--- src/rtl/seq_mult_pkg.sv ---
// Shared types and helpers for the sequential shift-add multiplier.
package seq_mult_pkg;

  localparam int DEF_N = 8;

  typedef enum logic [1:0] {
    IDLE = 2'd0,
    RUN  = 2'd1,
    DONE = 2'd2
  } state_t;

  function automatic int cnt_w(input int n);
    return $clog2(n + 1);
  endfunction

endpackage

--- src/rtl/seq_mult_ctrl.sv ---
// Multiplier sequencer: FSM, step counter and datapath strobes.
module seq_mult_ctrl
  import seq_mult_pkg::*;
#(
  parameter int N = DEF_N
) (
  input  logic clk,
  input  logic rst,
  input  logic start,
  output logic ready,
  output logic done,
  output logic load,
  output logic step,
  output logic finish
);

  localparam int CW = cnt_w(N);

  state_t          state;
  state_t          state_nx;
  logic [CW-1:0]   cnt;

  assign ready  = (state != RUN);
  assign done   = (state == DONE);
  assign load   = start & ready;
  assign step   = (state == RUN);
  assign finish = step && (cnt == CW'(N - 1));

  always_ff @(posedge clk or posedge rst) begin
    if (rst) begin
      state <= IDLE;
      cnt   <= '0;
    end else begin
      state <= state_nx;
      if (load)
        cnt <= '0;
      else if (step)
        cnt <= cnt + CW'(1);
    end
  end

  always_comb begin
    state_nx = state;
    unique case (state)
      IDLE:    if (start) state_nx = RUN;
      RUN:     if (finish) state_nx = DONE;
      DONE:    state_nx = start ? RUN : IDLE;
      default: state_nx = IDLE;
    endcase
  end

endmodule

--- src/rtl/seq_multiplier.sv ---
// Multi-cycle shift-add multiplier, signed/unsigned, with
// registered overflow flag for the calculator control.
module seq_multiplier
  import seq_mult_pkg::*;
#(
  parameter int N = DEF_N
) (
  input  logic           clk,
  input  logic           rst,
  input  logic           start,
  input  logic           signed_mode,
  input  logic [N-1:0]   in1,
  input  logic [N-1:0]   in2,
  output logic           ready,
  output logic           done,
  output logic [2*N-1:0] product,
  output logic           ovf
);

  logic load;
  logic step;
  logic finish;

  seq_mult_ctrl #(.N(N)) u_ctrl (
    .clk    (clk),
    .rst    (rst),
    .start  (start),
    .ready  (ready),
    .done   (done),
    .load   (load),
    .step   (step),
    .finish (finish)
  );

  logic [N-1:0]   mcand;
  logic [N-1:0]   mplier;
  logic [2*N:0]   acc;
  logic           neg;
  logic           smode;

  logic [N-1:0]   abs1;
  logic [N-1:0]   abs2;
  logic [N:0]     upper_sum;
  logic [2*N:0]   acc_nx;
  logic [2*N-1:0] mag;
  logic [2*N-1:0] res;
  logic           ovf_nx;

  // -2^(N-1) negates to itself, which read unsigned is the right magnitude
  always_comb begin
    abs1 = (signed_mode && in1[N-1]) ? ('0 - in1) : in1;
    abs2 = (signed_mode && in2[N-1]) ? ('0 - in2) : in2;
  end

  always_comb begin
    upper_sum = acc[2*N:N] + (mplier[0] ? {1'b0, mcand} : '0);
    acc_nx    = {1'b0, upper_sum, acc[N-1:1]};
    mag       = acc_nx[2*N-1:0];
    res       = neg ? ('0 - mag) : mag;
    if (smode)
      ovf_nx = ~((&res[2*N-1:N-1]) | ~(|res[2*N-1:N-1]));
    else
      ovf_nx = |res[2*N-1:N];
  end

  always_ff @(posedge clk or posedge rst) begin
    if (rst) begin
      mcand   <= '0;
      mplier  <= '0;
      acc     <= '0;
      neg     <= 1'b0;
      smode   <= 1'b0;
      product <= '0;
      ovf     <= 1'b0;
    end else if (load) begin
      mcand   <= abs1;
      mplier  <= abs2;
      acc     <= '0;
      neg     <= signed_mode & (in1[N-1] ^ in2[N-1]);
      smode   <= signed_mode;
      product <= '0;
    end else if (step) begin
      acc    <= acc_nx;
      mplier <= mplier >> 1;
      if (finish) begin
        product <= res;
        ovf     <= ovf_nx;
      end
    end
  end

endmodule

--- config.mk ---
export PLATFORM = sky130hd
export DESIGN_NAME = seq_multiplier
export DESIGN_NICKNAME = d
export VERILOG_FILES = /design/src/rtl/seq_mult_pkg.sv /design/src/rtl/seq_mult_ctrl.sv /design/src/rtl/seq_multiplier.sv
export SDC_FILE = /design/constraint.sdc
export NUM_CORES = 1
export LEC_CHECK = 0
export CAP_MARGIN = 40
export CORE_ASPECT_RATIO = 1.25
export CORE_MARGIN = 8
export CORE_UTILIZATION = 61
export DETAILED_ROUTE_END_ITERATION = 10
export GPL_ROUTABILITY_DRIVEN = 0
export PLACE_DENSITY = 0.87
export SLEW_MARGIN = 20
export SYNTH_ARGS = -nofsm -noshare
export SYNTH_HDL_FRONTEND = slang
export SYNTH_HIERARCHICAL = 1
export SYNTH_SLANG_ARGS = --single-unit
--- constraint.sdc ---
create_clock -name clk -period 8.6 [get_ports clk]
set_input_delay 1.29 -clock clk [delete_from_list [all_inputs] [get_ports clk]]
set_output_delay 1.29 -clock clk [all_outputs]
set_load 0.01 [all_outputs]
==> report_table.html <==
<table>
<tr><th>Metric</th><th>Value</th></tr>
<tr><th colspan="2">Detailed routing</th></tr>
<tr><td>Routed len/inst</td><td>14.1 um</td></tr>
<tr><td>Starting DRC count in detailed routing</td><td>140</td></tr>
<tr><td>Total detailed-routing wirelength</td><td>6710 um</td></tr>
<tr><td>First-pass iteration count of the detailed router</td><td>4</td></tr>
<tr><td>Total via count in the routed design</td><td>2721</td></tr>
<tr><td>Drt drc</td><td>0</td></tr>
<tr><td>Count of antenna-violating nets left after detailed routing</td><td>0</td></tr>
<tr><td>Avg Vias per Cell</td><td>5.73</td></tr>
<tr><th colspan="2">Timing</th></tr>
<tr><td>Clock period minus worst slack</td><td>3.40 ns</td></tr>
<tr><td>Final Hold Vio Count</td><td>0</td></tr>
<tr><td>Setup_tns</td><td>0 ns</td></tr>
<tr><td>Top achievable clock speed</td><td>294 MHz</td></tr>
<tr><td>Worst slew margin relative to its limit</td><td>64.5%</td></tr>
<tr><td>Setup-violating endpoint count in the final report</td><td>0</td></tr>
<tr><td>Setup repair after global routing missed its margin</td><td>no</td></tr>
<tr><td>Part of the cycle the worst path needs</td><td>39.6%</td></tr>
<tr><td>Clock Skews</td><td>0.00397 ns</td></tr>
<tr><td>Final count of pins violating max slew</td><td>0</td></tr>
<tr><td>Least-Margin Pin Slew</td><td>0.532 ns</td></tr>
<tr><td>Worst hold margin</td><td>0.483 ns</td></tr>
<tr><th colspan="2">Place</th></tr>
<tr><td>Half-perimeter wire length after detailed placement</td><td>5190 um</td></tr>
<tr><td>Number of input and output port buffers inserted</td><td>38</td></tr>
<tr><td>Placed instance area</td><td>3840 um2</td></tr>
<tr><th colspan="2">Synthesis</th></tr>
<tr><td>Total of warnings raised by yosys</td><td>6</td></tr>
<tr><td>Synthesized cell area</td><td>3430 um2</td></tr>
<tr><td>Gate count after technology mapping</td><td>380</td></tr>
<tr><td>Syn avg cell area</td><td>9.03 um2</td></tr>
<tr><td>Post-synthesis sequential element count</td><td>56</td></tr>
<tr><td>Number of flops mapped to enable cells by yosys</td><td>0</td></tr>
<tr><td>Share of synthesized registers carrying an async set or reset</td><td>100%</td></tr>
<tr><td>Distinct cells, synth</td><td>54</td></tr>
<tr><td>Synth Net Count</td><td>413</td></tr>
<tr><td>Post-synthesis sequential area ratio</td><td>40.8%</td></tr>
<tr><td>Prevailing post-synth register cell</td><td>dfrtp_1</td></tr>
<tr><th colspan="2">Job</th></tr>
<tr><td>Max capacitance violation total</td><td>0</td></tr>
<tr><th colspan="2">Clock network</th></tr>
<tr><td>Depth of the CTS H-tree</td><td>2</td></tr>
<tr><td>Number of sinks handled by clock tree synthesis</td><td>56</td></tr>
<tr><td>Clock-pin slew on the worst setup and hold paths</td><td>0.10 ns</td></tr>
<tr><td>Skew-Pair Late Insertion Delay</td><td>0.31 ns</td></tr>
<tr><td>Bufs on Longest Clock Path</td><td>2</td></tr>
<tr><td>TritonCTS clock tree</td><td>yes</td></tr>
<tr><td>CTS Root Buffer Type</td><td>clkbuf_8</td></tr>
<tr><td>Hold_buf cts</td><td>0</td></tr>
<tr><td>Post-cts repair resize count</td><td>0</td></tr>
<tr><td>Clock buffers created by TritonCTS</td><td>5</td></tr>
<tr><td>Post-CTS setup buffer count</td><td>0</td></tr>
<tr><th colspan="2">Global routing</th></tr>
<tr><td>Number of antenna violations at the first check in global routing</td><td>0</td></tr>
<tr><td>Maximum number of pins on one net before global-route repair</td><td>53</td></tr>
<tr><td>Number of global-route vias before repair</td><td>2708</td></tr>
<tr><td>Overall Global Routing Usage</td><td>16.7%</td></tr>
<tr><td>Wire length of the first global-routing pass</td><td>12000 um</td></tr>
<tr><td>Final global-route overflow total</td><td>0</td></tr>
<tr><th colspan="2">Pwr</th></tr>
<tr><td>Switching power</td><td>0.678 mW</td></tr>
<tr><td>Switching share of power</td><td>45.0%</td></tr>
<tr><td>Total power after layout</td><td>1.51 mW</td></tr>
<tr><td>Power Density</td><td>383 nW/um2</td></tr>
<tr><td>Leak</td><td>1.78 nW</td></tr>
<tr><td>Clock group share of total power</td><td>9.8%</td></tr>
<tr><td>Highest ir drop seen on vdd</td><td>0.181 mV</td></tr>
<tr><td>Comb pwr share</td><td>59.7%</td></tr>
<tr><td>Internal power component</td><td>0.830 mW</td></tr>
<tr><td>Portion of total power attributed to sequential cells</td><td>30.5%</td></tr>
<tr><th colspan="2">Critical path</th></tr>
<tr><td>CP Capture Type</td><td>flop</td></tr>
<tr><td>Largest fanout on the critical path</td><td>9</td></tr>
<tr><td>Arrival time reported for the critical path endpoint</td><td>3.58 ns</td></tr>
<tr><td>Kind of start point of the critical path</td><td>flop</td></tr>
<tr><td>WP data required</td><td>8.78 ns</td></tr>
<tr><td>Worst setup path class</td><td>reg -&gt; reg</td></tr>
<tr><th colspan="2">Floorplan</th></tr>
<tr><td>Number of rows created at floorplan</td><td>30</td></tr>
<tr><td>Initial core utilization</td><td>63.1%</td></tr>
<tr><td>Num ports</td><td>39</td></tr>
<tr><td>Die outline area</td><td>8300 um2</td></tr>
<tr><td>Die Width</td><td>83.1 um</td></tr>
<tr><td>Core box area</td><td>5440 um2</td></tr>
<tr><td>Height of the chip</td><td>99.9 um</td></tr>
<tr><th colspan="2">Worst hold path</th></tr>
<tr><td>Path category of the worst min-delay check</td><td>reg -&gt; reg</td></tr>
<tr><th colspan="2">Cells and area</th></tr>
<tr><td>Final std cell area, no fill</td><td>3940 um2</td></tr>
<tr><td>Final nets</td><td>443</td></tr>
<tr><td>Diodes inserted</td><td>0</td></tr>
<tr><td>Area growth from synthesis to final layout</td><td>14.6%</td></tr>
<tr><td>Layout cells sized above 1</td><td>6.33%</td></tr>
<tr><th colspan="2">Status</th></tr>
<tr><td>Result of the run</td><td>finished clean</td></tr>
</table>
## synth_stat cells, types with 4 or more instances
cell type / n / share of area (%)
o21ai_0: 31 / 4.5
xor2_1: 15 / 3.8
inv_1: 17 / 1.9
ha_1: 12 / 4.4
mux2i_1: 22 / 6.4
and2_1: 8 / 1.5
clkbuf_1: 14 / 1.5
dfrtp_1: 56 / 41
a211oi_1: 4 / 0.87
a21oi_1: 19 / 2.8
nor3_1: 7 / 1.0
nand2_1: 43 / 4.7
nand3_1: 13 / 1.9
xnor2_1: 16 / 4.1
or3_1: 4 / 0.73
a31oi_1: 5 / 0.91
nor2_1: 41 / 4.5
## layout by cell type (no fill, tap or decap), types with 8 or more instances in the layout
cell,n
a21oi_1,19
nand2_1,43
inv_1,16
clkdlybuf4s50_1,38
mux2i_1,22
nor2_1,40
xnor2_1,16
dfrtp_1,56
and2_1,8
o21ai_0,31
ha_1,12
nand3_1,13
xor2_1,15
## per-layer routing
metal | routed length, um | part of all wire, % | track usage [%] | vias to the layer above
met5 | 0 | 0 | 0 | -
met4 | 87 | 1.3 | 5.28 | 0
met3 | 269 | 4.0 | 3.89 | 8
met2 | 3320 | 50 | 29.4 | 58
met1 | 3030 | 45 | 19.6 | 1282
li1 | - | - | - | 1373
## cells by family (layout without fill, tap and decap cells)
kind of cell             count (synthesis)  count (layout)  synth area share [%]
multiplexers                            24              24                  7.18
buffers and inverters                   36              67                  4.70
AO/OA/AOI/OAI                           85              85                  15.5
AND/OR/NAND/NOR                        134             134                  18.5
flip-flops                              56              56                  40.8
XOR/XNOR                                32              32                  8.38
adder cells (fa/ha/maj)                 13              13                  4.96
## worst max-delay path: stages, from the launching register on
cell	delay, ns
dfrtp_1	0.45
and2_1	0.17
ha_1	0.22
fa_1	0.48
xor2_2	0.24
nor4_1	0.38
o2111ai_1	0.21
o21ai_1	0.20
xor2_1	0.12
or4_4	0.53
o41ai_2	0.22
a31oi_1	0.06
## area by class of cell
type                            count  area (um2)
Tap cell                           64        80.1
Clock inverter                      1        7.51
Sequential cell                    56        1400
Inverter                           17        63.8
Multi-Input combinational cell    288        1870
Clock buffer                        7        86.3
Timing Repair Buffer               42         423
Fill cell                         442        1510
## flip-flops by register name, summed over array words and instances (netlist names)
| name | count |
|---|---|
| ovf | 1 |
| mplier | 8 |
| smode | 1 |
| mcand | 8 |
| product | 16 |
| neg | 1 |
| acc | 15 |
| u_ctrl/state | 2 |
| u_ctrl/cnt | 4 |
## worst paths after layout
| path | depth (start not counted) | startpoint | slack (ns) | to |
|---|---|---|---|---|
| worst max-delay path | 11 | mplier[0] | 5.20 | ovf |
| min in group asynchronous | 2 | rst | 1.25 | u_ctrl/cnt[2] |
| worst min register to register | 2 | product[2] | 0.48 | product[2] |
| worst max register to register | 11 | mplier[0] | 5.20 | ovf |
| max in group asynchronous | 3 | rst | 6.78 | acc[11] |
| worst min-delay path | 2 | product[2] | 0.48 | product[2] |
## metrics by stage
step	instances	setup slack [ns]	util [%]
after floorplan	380	5.53	-
after global placement	465	5.25	70.1
after detailed placement	467	5.20	70.6
after CTS	475	5.20	72.3
after global routing	475	4.95	72.3
final	475	5.20	72.3
## power groups by stage
stage	Clock [mW]	Combinational, mW	Sequential [mW]
floorplan	0	0.696	0.451
global placement	0	0.859	0.459
detailed placement	0	0.896	0.465
CTS	0.151	0.900	0.460
global route	0.164	1.00	0.477
finish	0.148	0.900	0.460
Note: power is estimated with default switching activity, not from simulation.
